`src/rtl/fec_conv_pkg.sv`:
```
// fec_conv_pkg
// Shared definitions for the rate-1/2, K=7 convolutional encoder:
// constraint length, generator polynomials (171/133 octal), the block
// FSM state type and the function that forms one coded pair.
//
// Encoder state vectors are packed as st[5:0] = {s1, s2, s3, s4, s5, s6},
// so {u, st} lines up bit-for-bit with the generator masks (MSB = u).
package fec_conv_pkg;

    localparam int         K  = 7;
    localparam logic [6:0] G1 = 7'o171;
    localparam logic [6:0] G2 = 7'o133;

    typedef enum logic [1:0] {
        FILL    = 2'd0,
        PRELOAD = 2'd1,
        ENCODE  = 2'd2
    } fsm_state_t;

    // Returns {X, Y} for input bit u and encoder state st.
    function automatic logic [1:0] conv_pair(input logic u, input logic [K-2:0] st);
        logic [K-1:0] r;
        r = {u, st};
        return {^(r & G1), ^(r & G2)};
    endfunction

endpackage

```
`src/rtl/conv_enc_core.sv`:
```
// conv_enc_core
// Six-bit shift-register state of the convolutional encoder plus the
// generator XOR taps.
//
// Ports:
//   clk, reset   - clock, synchronous active-high reset (state -> 0)
//   load         - state <= load_value (takes priority over step)
//   load_value   - packed {s1..s6} value to load
//   step         - shift u into the state (s1 <= u, s6 <= s5)
//   u            - input bit for the pair formed this cycle
//   x, y         - combinational G1/G2 outputs for u and the current state
module conv_enc_core
    import fec_conv_pkg::*;
(
    input  logic         clk,
    input  logic         reset,
    input  logic         load,
    input  logic [K-2:0] load_value,
    input  logic         step,
    input  logic         u,
    output logic         x,
    output logic         y
);

    logic [K-2:0] st;

    always_ff @(posedge clk) begin
        if (reset) begin
            st <= '0;
        end else if (load) begin
            st <= load_value;
        end else if (step) begin
            st <= {u, st[K-2:1]};
        end
    end

    assign {x, y} = conv_pair(u, st);

endmodule

```
`src/rtl/fec_conv_encoder.sv`:
```
// fec_conv_encoder
// Rate-1/2, K=7 (171/133 octal) convolutional encoder with a single block
// buffer. Collects BLOCK_LEN bits, spends one PRELOAD cycle, then emits the
// coded pairs under a valid/ready handshake.
//
// Build option: CONV_ENC_TAILBITE_EN
//   defined   - tail-biting: state preloaded from the last 6 buffered bits,
//               BLOCK_LEN pairs per block
//   undefined - zero-tail: state starts at 0, BLOCK_LEN+6 pairs per block,
//               the last 6 pairs use u=0
//
// Ports:
//   clk, reset            - clock, synchronous active-high reset
//   in_valid/in_bit       - serial information bits
//   in_ready              - high in FILL
//   out_valid/out_ready   - coded pair handshake
//   out_x/out_y           - G1/G2 coded bits
//   out_first/out_last    - block delimiters, qualified by out_valid
module fec_conv_encoder
    import fec_conv_pkg::*;
#(
    parameter int BLOCK_LEN = 96
) (
    input  logic clk,
    input  logic reset,
    input  logic in_valid,
    input  logic in_bit,
    output logic in_ready,
    output logic out_valid,
    input  logic out_ready,
    output logic out_x,
    output logic out_y,
    output logic out_first,
    output logic out_last
);

`ifdef CONV_ENC_TAILBITE_EN
    localparam int NUM_PAIRS = BLOCK_LEN;
`else
    localparam int NUM_PAIRS = BLOCK_LEN + K - 1;
`endif
    localparam int CW = $clog2(NUM_PAIRS + 1);
    localparam int IW = $clog2(BLOCK_LEN);
    localparam logic [CW-1:0] LAST_IN   = CW'(BLOCK_LEN - 1);
    localparam logic [CW-1:0] LAST_PAIR = CW'(NUM_PAIRS - 1);

    fsm_state_t           state;
    logic [CW-1:0]        cnt;
    logic [BLOCK_LEN-1:0] blk_buf;
    logic [IW-1:0]        idx;
    logic [K-2:0]         preload;
    logic [1:0]           first_pair;
    logic                 core_u;
    logic                 core_x;
    logic                 core_y;
    logic                 core_load;
    logic                 core_step;

    assign idx = cnt[IW-1:0];

`ifdef CONV_ENC_TAILBITE_EN
    assign preload = blk_buf[BLOCK_LEN-1 -: K-1];
    assign core_u  = blk_buf[idx];
`else
    assign preload = '0;
    assign core_u  = (cnt < CW'(BLOCK_LEN)) ? blk_buf[idx] : 1'b0;
`endif

    // The output pair is registered, so the core runs one pair ahead of
    // what is on out_x/out_y: pair 0 is formed directly from the preload
    // value during PRELOAD, and the core is loaded with the state that
    // follows pair 0. In ENCODE, cnt is the index of the next pair to form.
    assign first_pair = conv_pair(blk_buf[0], preload);
    assign core_load  = (state == PRELOAD);
    assign core_step  = (state == ENCODE) && out_ready && !out_last;

    conv_enc_core u_core (
        .clk        (clk),
        .reset      (reset),
        .load       (core_load),
        .load_value ({blk_buf[0], preload[K-2:1]}),
        .step       (core_step),
        .u          (core_u),
        .x          (core_x),
        .y          (core_y)
    );

    always_ff @(posedge clk) begin
        if (reset) begin
            state     <= FILL;
            cnt       <= '0;
            in_ready  <= 1'b1;
            out_valid <= 1'b0;
            out_x     <= 1'b0;
            out_y     <= 1'b0;
            out_first <= 1'b0;
            out_last  <= 1'b0;
        end else begin
            case (state)
                FILL: begin
                    if (in_valid && in_ready) begin
                        blk_buf[idx] <= in_bit;
                        if (cnt == LAST_IN) begin
                            cnt      <= '0;
                            in_ready <= 1'b0;
                            state    <= PRELOAD;
                        end else begin
                            cnt <= cnt + 1'b1;
                        end
                    end
                end
                PRELOAD: begin
                    {out_x, out_y} <= first_pair;
                    out_valid      <= 1'b1;
                    out_first      <= 1'b1;
                    out_last       <= 1'b0;
                    cnt            <= CW'(1);
                    state          <= ENCODE;
                end
                ENCODE: begin
                    if (out_ready) begin
                        if (out_last) begin
                            out_valid <= 1'b0;
                            out_x     <= 1'b0;
                            out_y     <= 1'b0;
                            out_first <= 1'b0;
                            out_last  <= 1'b0;
                            in_ready  <= 1'b1;
                            cnt       <= '0;
                            state     <= FILL;
                        end else begin
                            out_x     <= core_x;
                            out_y     <= core_y;
                            out_first <= 1'b0;
                            out_last  <= (cnt == LAST_PAIR);
                            cnt       <= cnt + 1'b1;
                        end
                    end
                end
                default: begin
                    state <= FILL;
                end
            endcase
        end
    end

endmodule

```
`config.mk`:
```
export PLATFORM = sky130hd
export DESIGN_NAME = fec_conv_encoder
export DESIGN_NICKNAME = d
export VERILOG_FILES = /design/src/rtl/fec_conv_pkg.sv /design/src/rtl/conv_enc_core.sv /design/src/rtl/fec_conv_encoder.sv
export SDC_FILE = /design/constraint.sdc
export NUM_CORES = 1
export LEC_CHECK = 0
export ABC_CLOCK_PERIOD_IN_PS = 5190
export CAP_MARGIN = 25
export CORE_MARGIN = 3
export CORE_UTILIZATION = 40
export CTS_CLUSTER_SIZE = 28
export DETAILED_ROUTE_END_ITERATION = 6
export SLEW_MARGIN = 20
export SYNTH_ARGS = -nofsm -noshare
export SYNTH_HDL_FRONTEND = slang
export SYNTH_SLANG_ARGS = --single-unit
```
`constraint.sdc`:
```
create_clock -name clk -period 5.19 [get_ports clk]
set_clock_uncertainty 0.2 [all_clocks]
set_input_delay 0.7785 -clock clk [delete_from_list [all_inputs] [get_ports clk]]
set_output_delay 0.7785 -clock clk [all_outputs]
set_load 0.01 [all_outputs]
```
==> results_tabular.tex <==
\begin{tabular}{lr}
\hline
Metric & Value \\
\hline
\multicolumn{2}{l}{\textbf{Outcome}} \\
Status & completed \\
\multicolumn{2}{l}{\textbf{Layout}} \\
Antenna cell count & 0 \\
Post-layout util & 0.473 \\
Final Net Count & 496 \\
Share of final-layout standard cells stronger than drive strength 1 & 0.124 \\
Final standard cell count with taps included and fillers excluded & 674 \\
Area Growth Syn to Fin & 13.5\% \\
\multicolumn{2}{l}{\textbf{Drt}} \\
Wire length after detailed routing & 12.3 mm \\
Starting DRT DRC Count & 218 \\
Average routed wire per standard cell & 18.3 µm \\
Routed vias & 3715 \\
Number of vias per cell & 5.51 \\
Number of design rule violations left after detail routing & 0 \\
Number of iterations in the first detailed-routing pass & 5 \\
Antenna-violating nets left & 0 \\
\multicolumn{2}{l}{\textbf{Power}} \\
Part of the power in the clock network & 0.480 \\
Internal cell power & 1.72 mW \\
Leakage power summed over all cells & 2.00 nW \\
Comb pwr share & 0.042 \\
Maximum VDD drop & 0.212 mV \\
Power per Cell Area & 340 mW/mm² \\
Part of the power in registers & 0.477 \\
Total net switching power & 0.445 mW \\
Switching Share & 0.206 \\
\multicolumn{2}{l}{\textbf{Clock tree}} \\
Clock sink total & 117 \\
CTS root buf & clkbuf\_16 \\
Post-CTS Hold Buffers & 0 \\
Number of buffers between clock root and the deepest sink & 2 \\
Number of H-tree levels & 4 \\
Post-CTS Setup Repair Bufs & 0 \\
TritonCTS clock tree & done \\
Resized Gates After CTS & 0 \\
Latest clock arrival within the worst-skew pair & 0.40 ns \\
Clock slew seen by the registers of the worst setup and hold paths & 0.05 ns \\
Number of clock buffers inserted by TritonCTS & 17 \\
\multicolumn{2}{l}{\textbf{Timing}} \\
Final critical-path required period & 3.38 ns \\
Final worst hold slack & 0.293 ns \\
Fraction of the cycle the final worst path needs & 0.650 \\
Transition time at the pin with the least slew margin & 0.901 ns \\
Highest clock frequency the design can meet & 0.296 GHz \\
Max Transition Viols Final & 0 \\
Final number of setup-violating endpoints & 0 \\
Worst-case headroom to the max-slew limit & 0.399 \\
Unrepaired setup endpoints after global routing & no \\
Number of hold-slack violations in the final timing report & 0 \\
Sum of negative setup slack & 0 ns \\
\multicolumn{2}{l}{\textbf{Critical path}} \\
Crit-path max cell delay & 0.91 ns \\
Worst setup path category & reg2reg \\
Critical path fanouts, max & 37 \\
Arrival time worst endpoint & 3.42 ns \\
Reg-to-reg startpoint & cnt[2] \\
Logic depth of the worst register-to-register path & 7 \\
Critical Path End & out\_x \\
Element type at the critical path start & register \\
Cell family with most CP delay & compound AO/OA/AOI/OAI gates \\
CP cell instances & buf\_4 > mux2i\_1 > o22ai\_1 > a2111oi\_0 > o311a\_1 > mux2i\_1 > a311oi\_2 \\
Crit. End Element & register \\
Buffers and inverters on the worst path & 1 \\
Worst reg-to-reg setup slack & 1.81 ns \\
Worst path most repeated cell & mux2i\_1 \\
CP Launch Point & cnt[2] \\
Worst r2r dst & out\_x \\
WP data required & 5.24 ns \\
Slowest-stage cell, CP & dfxtp\_2 \\
CP Depth & 7 \\
\multicolumn{2}{l}{\textbf{Floorplanning}} \\
Y dimension of the die & 124 µm \\
Top-level I/O count & 11 \\
Number of placement rows & 42 \\
Chip Width & 124 µm \\
Total die area & 0.0155 mm² \\
Initial Util & 0.416 \\
Floorplan Core Area & 0.0135 mm² \\
\multicolumn{2}{l}{\textbf{Placed design}} \\
RePlAce Congestion & 0.773 \\
Final HPWL from detailed placement & 7.77 mm \\
Number of placed instances, taps included & 642 \\
Port bufs & 10 \\
\multicolumn{2}{l}{\textbf{Global routing}} \\
First-pass GRT wire length & 20.0 mm \\
Via count of the first global-routing pass & 3689 \\
Overflow after GRT & 0 \\
GR Util All Layers & 0.164 \\
Initial antenna violation count & 0 \\
Pin count of the biggest net entering global routing & 97 \\
\multicolumn{2}{l}{\textbf{Yosys}} \\
Syn Inst Count & 476 \\
Nets in the synthesized netlist & 487 \\
Avg Cell Area, Syn & 11.8 µm² \\
Mapped Area & 0.00560 mm² \\
Unique masters post-synth & 54 \\
Yosys warns & 0 \\
Register bit total from synthesis & 117 \\
Sequential area share after synthesis & 0.590 \\
\multicolumn{2}{l}{\textbf{Worst hold path}} \\
Hold wc startpoint & state[1] \\
Path class of the lowest-slack min-delay path & reg2reg \\
Hold path depth & 2 \\
\multicolumn{2}{l}{\textbf{Flow run}} \\
Max capacitance violation total & 0 \\
\hline
\end{tabular}
-- final cells by class --
| cell class | instances | area [µm²] |
|---|---|---|
| multi-input cells | 328 | 2150 |
| well taps | 176 | 220 |
| repair buffers | 16 | 140 |
| fillers | 1264 | 7100 |
| clock inverters | 7 | 58.8 |
| clock buffers | 25 | 465 |
| inverters | 5 | 18.8 |
| flip-flops and latches | 117 | 3310 |
-- synth_stat cells, drive strengths merged --
cell,number,area (µm²)
nor2,115,432
edfxtp,96,2880
nand2,32,120
mux2i,25,263
dfxtp,21,420
nand3,18,90.1
buf,17,95.1
a21oi,16,80.1
mux4,14,319
o21ai,11,58.8
nor3,10,50.1
clkbuf,9,33.8
nand2b,8,50.1
mux2,7,78.8
nor2b,7,43.8
ha,6,75.1
inv,5,18.8
o211ai,5,37.5
a311oi,4,47.6
and3,4,25.0
nand4,4,25.0
o22ai,4,25.0
xor2,4,35.0
a2111oi,3,38.8
a211o,3,26.3
a31oi,3,33.8
and2,3,18.8
or2,3,18.8
a22oi,2,15.0
nand3b,2,15.0
nand4b,2,17.5
o21bai,2,15.0
o311a,2,20.0
xnor2,2,17.5
a211oi,1,7.51
a21o,1,7.51
a22o,1,8.76
a311o,1,10.0
nor3b,1,7.51
o2111ai,1,8.76
or3,1,6.26
-- cells by family after synthesis --
| family | count (synthesis) | synth area share |
|---|---|---|
| flops | 117 | 0.590 |
| xor+xnor | 6 | 0.00939 |
| compound gates | 60 | 0.0787 |
| fa+ha+maj | 6 | 0.0134 |
| mux | 46 | 0.118 |
| simple gates | 210 | 0.164 |
| buf+inv | 31 | 0.0264 |
-- cell usage in the layout (no fill, tap or decap), drive strengths merged, types with 2 or more instances in the layout --
| cell type | count |
|---|---|
| nor2 | 115 |
| edfxtp | 96 |
| nand2 | 32 |
| mux2i | 25 |
| clkbuf | 25 |
| dfxtp | 21 |
| nand3 | 18 |
| a21oi | 16 |
| mux4 | 14 |
| o21ai | 11 |
| nor3 | 10 |
| clkdlybuf4s50 | 9 |
| nand2b | 8 |
| nor2b | 7 |
| mux2 | 7 |
| buf | 7 |
| ha | 6 |
| clkinv | 6 |
| o211ai | 5 |
| inv | 5 |
| nand4 | 4 |
| o22ai | 4 |
| xor2 | 4 |
| and3 | 4 |
| a311oi | 4 |
| and2 | 3 |
| a211o | 3 |
| or2 | 3 |
| a31oi | 3 |
| a2111oi | 3 |
| nand4b | 2 |
| nand3b | 2 |
| o21bai | 2 |
| xnor2 | 2 |
| o311a | 2 |
| a22oi | 2 |
-- power groups by stage --
stage                     Combinational (mW)  Clock, mW  Sequential [mW]
final                                 0.0915       1.04             1.03
after detailed placement              0.0907          0             1.05
after CTS                             0.0917       1.06             1.03
after floorplan                       0.0721          0             1.04
after global placement                0.0905          0             1.05
after global routing                   0.100       1.10             1.03
-- how the worst min path moves through the flow --
stage | to | slack (ns)
6_report | state[1] | 0.29
5_1_grt | state[1] | 0.32
3_3_place_gp | state[1] | 0.27
2_1_floorplan | state[1] | 0.25
3_5_place_dp | state[1] | 0.29
4_1_cts | state[1] | 0.29
-- worst register-to-register path, cell delays in order (launching register included) --
cell and delay, ns:
dfxtp_2 0.91, buf_4 0.37, mux2i_1 0.25, o22ai_1 0.09
a2111oi_0 0.51, o311a_1 0.46, mux2i_1 0.30, a311oi_2 0.13
-- per-layer routing --
metal / part of all wire / routed length (µm) / vias up / track usage
met3: 0.039 / 484 / 14 / 0.0313
met5: 0 / 0 / - / 0
met2: 0.49 / 6040 / 81 / 0.261
li1: - / - / 1769 / -
met4: 0.017 / 208 / 0 / 0.0645
met1: 0.45 / 5580 / 1851 / 0.222
-- stage by stage --
step / cell area (µm²) / worst slack (ns) / power (mW)
6_report: 6360 / 1.81 / 2.16
5_1_grt: 6360 / 1.60 / 2.23
4_1_cts: 6360 / 1.80 / 2.18
3_5_place_dp: 5830 / 1.55 / 1.14
3_3_place_gp: 5830 / 1.58 / 1.14
2_1_floorplan: 5600 / 2.64 / 1.11
-- registers in the layout, indices dropped and copies added, names as in the netlist --
| name | cells |
|---|---|
| out_last | 1 |
| out_first | 1 |
| out_valid | 1 |
| state | 2 |
| out_y | 1 |
| cnt | 7 |
| blk_buf | 96 |
| out_x | 1 |
| u_core.st | 6 |
| in_ready | 1 |
(Power assumes the default switching activity.)
==> RTL change 1 (same flow settings) <==
One comparison of `cnt` changes from == to >=.
--- a/src/rtl/fec_conv_encoder.sv
+++ b/src/rtl/fec_conv_encoder.sv
@@ -133,5 +133,5 @@
                             out_y     <= core_y;
                             out_first <= 1'b0;
-                            out_last  <= (cnt == LAST_PAIR);
+                            out_last  <= (cnt >= LAST_PAIR);
                             cnt       <= cnt + 1'b1;
                         end
Check against the original RTL: same outputs for any inputs over 10 cycles, from zero or initial values and one cycle with reset high; that may be too few to reach the edited logic, so the function may still have changed.
==> RTL change 1 against the unedited design <==
Synthesized area down 0.78%; power rose by 0.63%; first-iteration DRC count is 78% higher; synthesized cell count up 0.63%; sequential cell count unchanged; utilization down 0.076 points; design area down 0.55%; worst setup slack better by 0.082 ns; routed wire length grew 0.51%; count of clock-buffer cells in the layout down 7; critical path type is now input port to flop; largest cell class unchanged.
==> RTL change 1: results <==
set metrics [dict create \
    p_switching_mw 0.473 \
    synth_commonest_cells "nor2_1 (118), edfxtp_1 (96), nand2_1 (31), nand3_1 (24)" \
    grt_first_pass_wirelength_mm 20.0 \
    grt_usage 0.178 \
    dp.cells 645 \
    synth_compound_area_frac 0.0637 \
    drive_gt1_frac 0.114 \
    vdd_ir_drop_max_v 0.000358 \
    syn_nets 490 \
    synth_xor_area_frac 0.00788 \
    cts_resized 0 \
    cts_setup_buffers 0 \
    drt_iter0_markers 387 \
    fill_cells 1233 \
    gp_congestion 0.775 \
    diodes 0 \
    worst_ep_arrival_time_ns 3.20 \
    yosysWarnings 0 \
    grt_pass1_vias 3719 \
    synthMuxAreaShare 0.105 \
    vias 3763 \
    drt-vias-per-instance 5.57 \
    cts_buffer_depth 2 \
    leakagePower_nw 1.95 \
    cts_inserted_buffers 17 \
    status "finished clean" \
    synth_edf_count 96 \
    ys_seq_area_frac 0.595 \
    finalNetCount 499 \
    grt_max_degree 67 \
    dp_hpwl_mm 7.85 \
    wl_mm 12.4 \
    synth_ff_type "edfxtp_1" \
    critPathMaxFanout 18 \
    synth-adder-area-share 0.0135 \
    synthTopCellsByArea "edfxtp_1 (52%), nor2_1 (8.0%), dfxtp_1 (7.6%), mux4_2 (5.3%), mux2i_1 (3.8%)" \
    synth_cells 479 \
    h-tree-depth 4 \
    slew_headroom 0.415 \
    synth.distinct_cells 50 \
    synthArstFlopShare 0 \
]
## RTL change 1: cell count changes in the layout (fill, tap and decap cells not counted), sizes merged, moves of 5 or more
cell / delta
a211oi: +5
clkbuf: -7
mux2: -7
nand3: +6
nor3: +5
## RTL change 1: worst paths after layout
check                         start                     end  slack, ns  depth (start not counted)
max                           reset   blk_buf[93]$_DFFE_PP_       1.90                          4
min          out_valid$_SDFFE_PP0P_  out_valid$_SDFFE_PP0P_       0.26                          2
max reg2reg     cnt[0]$_SDFFE_PP0P_      out_y$_SDFFE_PP0P_       1.92                          7
min reg2reg  out_valid$_SDFFE_PP0P_  out_valid$_SDFFE_PP0P_       0.26                          2
## RTL change 1: stage by stage
stage	instance area, sq um	hold WS (ns)	setup slack [ns]
6_report	6320	0.257	1.90
5_1_grt	6320	0.283	1.64
4_1_cts	6320	0.258	1.90
3_5_place_dp	5800	0.251	1.51
3_3_place_gp	5790	0.243	1.60
2_1_floorplan	5560	0.253	2.71
## RTL change 1: kinds of logic after synthesis
kind of cell             count (synthesis)
XOR/XNOR                                 5
multiplexers                            37
flip-flops                             117
AND/OR/NAND/NOR                        227
AO/OA/AOI/OAI                           53
buffers and inverters                   34
adder cells (fa/ha/maj)                  6
## RTL change 1: final cells by class
class / count / area, sq um / share of cell area
multi-input combinational: 328 / 2090 / 0.331
timing repair buffer: 18 / 163 / 0.0257
clock buffer: 18 / 429 / 0.0679
clock inverter: 12 / 91.3 / 0.0144
sequential: 117 / 3300 / 0.523
inverter: 6 / 22.5 / 0.00356
tap: 176 / 220 / 0.0348
## RTL change 1: power groups by stage
stage	Combinational, mW	Clock, mW	Sequential [mW]
CTS	0.106	1.05	1.04
detailed placement	0.105	0	1.06
global route	0.116	1.10	1.04
global placement	0.102	0	1.06
floorplan	0.0832	0	1.04
finish	0.106	1.03	1.04
## RTL change 1: per-layer routing
layer	up-vias	wire length [microns]	GRT usage
met1	1877	5480	0.226
met2	101	6030	0.290
met4	0	226	0.0623
met5	-	0	0
met3	23	648	0.0554
li1	1762	-	-
## RTL change 1: worst max-delay path, cell delays in order
cell and delay (ns):
clkdlybuf4s50_1 0.78, and4b_1 0.71, nand3_1 0.63, nor2_1 0.29
==> RTL change 2 (config.mk and constraints unchanged) <==
Without the edit above. Build with the macro `CONV_ENC_TAILBITE_EN` defined.
--- a/src/rtl/fec_conv_encoder.sv
+++ b/src/rtl/fec_conv_encoder.sv
@@ -17,4 +17,6 @@
 //   out_x/out_y           - G1/G2 coded bits
 //   out_first/out_last    - block delimiters, qualified by out_valid
+`define CONV_ENC_TAILBITE_EN
+
 module fec_conv_encoder
     import fec_conv_pkg::*;
Check against the original RTL: same outputs for any inputs over 10 cycles, from zero or initial values and one cycle with reset high; that may be too few to reach the edited logic, so the function may still have changed.
==> RTL change 2 against the unedited design <==
Routed wire length grew 0.54%; worst setup slack better by 0.16 ns; design area increased by 1.3%; power grew 7.5%; synthesized area barely moved; highest routed layer unchanged; sequential cell count stayed put.
==> RTL change 2: results <==
set metrics [dict create \
    status "finished clean" \
    switching_share 0.202 \
    synth-adder-area-share 0.0112 \
    syn_nets 481 \
    drive_gt1_frac 0.121 \
    critPathMaxFanout 22 \
    fill_cells 1232 \
    leakagePower_nw 2.05 \
    avgRoutedWirePerCell_microns 18.5 \
    drc 0 \
    grt_pass1_vias 3720 \
    ys_seq_area_frac 0.590 \
    synth_compound_area_frac 0.0823 \
    synth.distinct_cells 57 \
    finalNetCount 492 \
    drt-vias-per-instance 5.51 \
    worstMarginPinSlew_ns 0.943 \
    synth_xor_area_frac 0.0188 \
    vdd_ir_drop_max_v 0.000323 \
    worst_ep_arrival_time_ns 3.35 \
    synth_commonest_cells "nor2_1 (122), edfxtp_1 (96), nand2_1 (33), dfxtp_1 (21), a21oi_1 (17)" \
    crit_path_top_delay_cell "dfxtp_1" \
    dp_hpwl_mm 7.53 \
    synthMuxAreaShare 0.0984 \
    cts_setup_buffers 0 \
    grt_first_pass_wirelength_mm 19.9 \
    clock_latency_ns 0.42 \
    drt_pass1_iterations 5 \
    synthTopCellsByArea "edfxtp_1 (52%), nor2_1 (8.2%), dfxtp_1 (7.5%), mux4_2 (4.0%), mux4_1 (3.3%)" \
    grt_usage 0.167 \
    drt_iter0_markers 459 \
    slowest_delay_ns 0.93 \
]
RTL change 2: path summary, 6_finish.rpt:
path,from,to,slack [ns],cells after the start
min,out_first$_SDFFE_PP0P_,out_first$_SDFFE_PP0P_,0.29,2
min reg2reg,out_first$_SDFFE_PP0P_,out_first$_SDFFE_PP0P_,0.29,2
max reg2reg,cnt[2]$_SDFFE_PP0P_,out_x$_SDFFE_PP0P_,1.98,7
max,cnt[2]$_SDFFE_PP0P_,out_x$_SDFFE_PP0P_,1.98,7
RTL change 2: cells by family after synthesis:
group           after synthesis
mux                          31
fa+ha+maj                     5
flops                       117
xor+xnor                     12
compound gates               60
simple gates                213
buf+inv                      33
RTL change 2: final cells by class:
type	count	share of cell area
Sequential cell	117	0.513
Multi-Input combinational cell	321	0.332
Clock buffer	21	0.0684
Tap cell	176	0.0342
Clock inverter	11	0.0245
Timing Repair Buffer	18	0.0237
Inverter	7	0.00408
RTL change 2: power by group through the flow:
stage                     clock (mW)  sequential, mW  combinational [mW]
after global routing            1.26            1.02               0.113
after detailed placement           0            1.04               0.103
after floorplan                    0            1.04              0.0739
final                           1.20            1.02               0.103
after CTS                       1.22            1.02               0.103
after global placement             0            1.04               0.102
RTL change 2: metal layers:
metal | wire length [microns] | track usage | vias to the layer above
li1 | - | - | 1738
met1 | 5570 | 0.222 | 1820
met2 | 5870 | 0.255 | 109
met3 | 630 | 0.0472 | 27
met4 | 309 | 0.0767 | 0
met5 | 0 | 0 | -
RTL change 2: worst register-to-register path: cells and delay by family, from the launching register on:
kind            cells  cell delay [ns]
buf+inv             1             0.60
simple gates        2             0.41
flops               1             0.93
compound gates      4             0.98
RTL change 2: metrics by stage:
step	instances	hold slack, ns	worst slack, ns	total power, mW	cell area (sq um)
2_1_floorplan	471	0.269	2.50	1.11	5590
3_3_place_gp	638	0.266	1.32	1.14	5840
3_5_place_dp	638	0.289	1.19	1.14	5840
4_1_cts	670	0.303	1.64	2.35	6430
5_1_grt	671	0.366	1.78	2.40	6440
6_report	671	0.289	1.98	2.33	6440
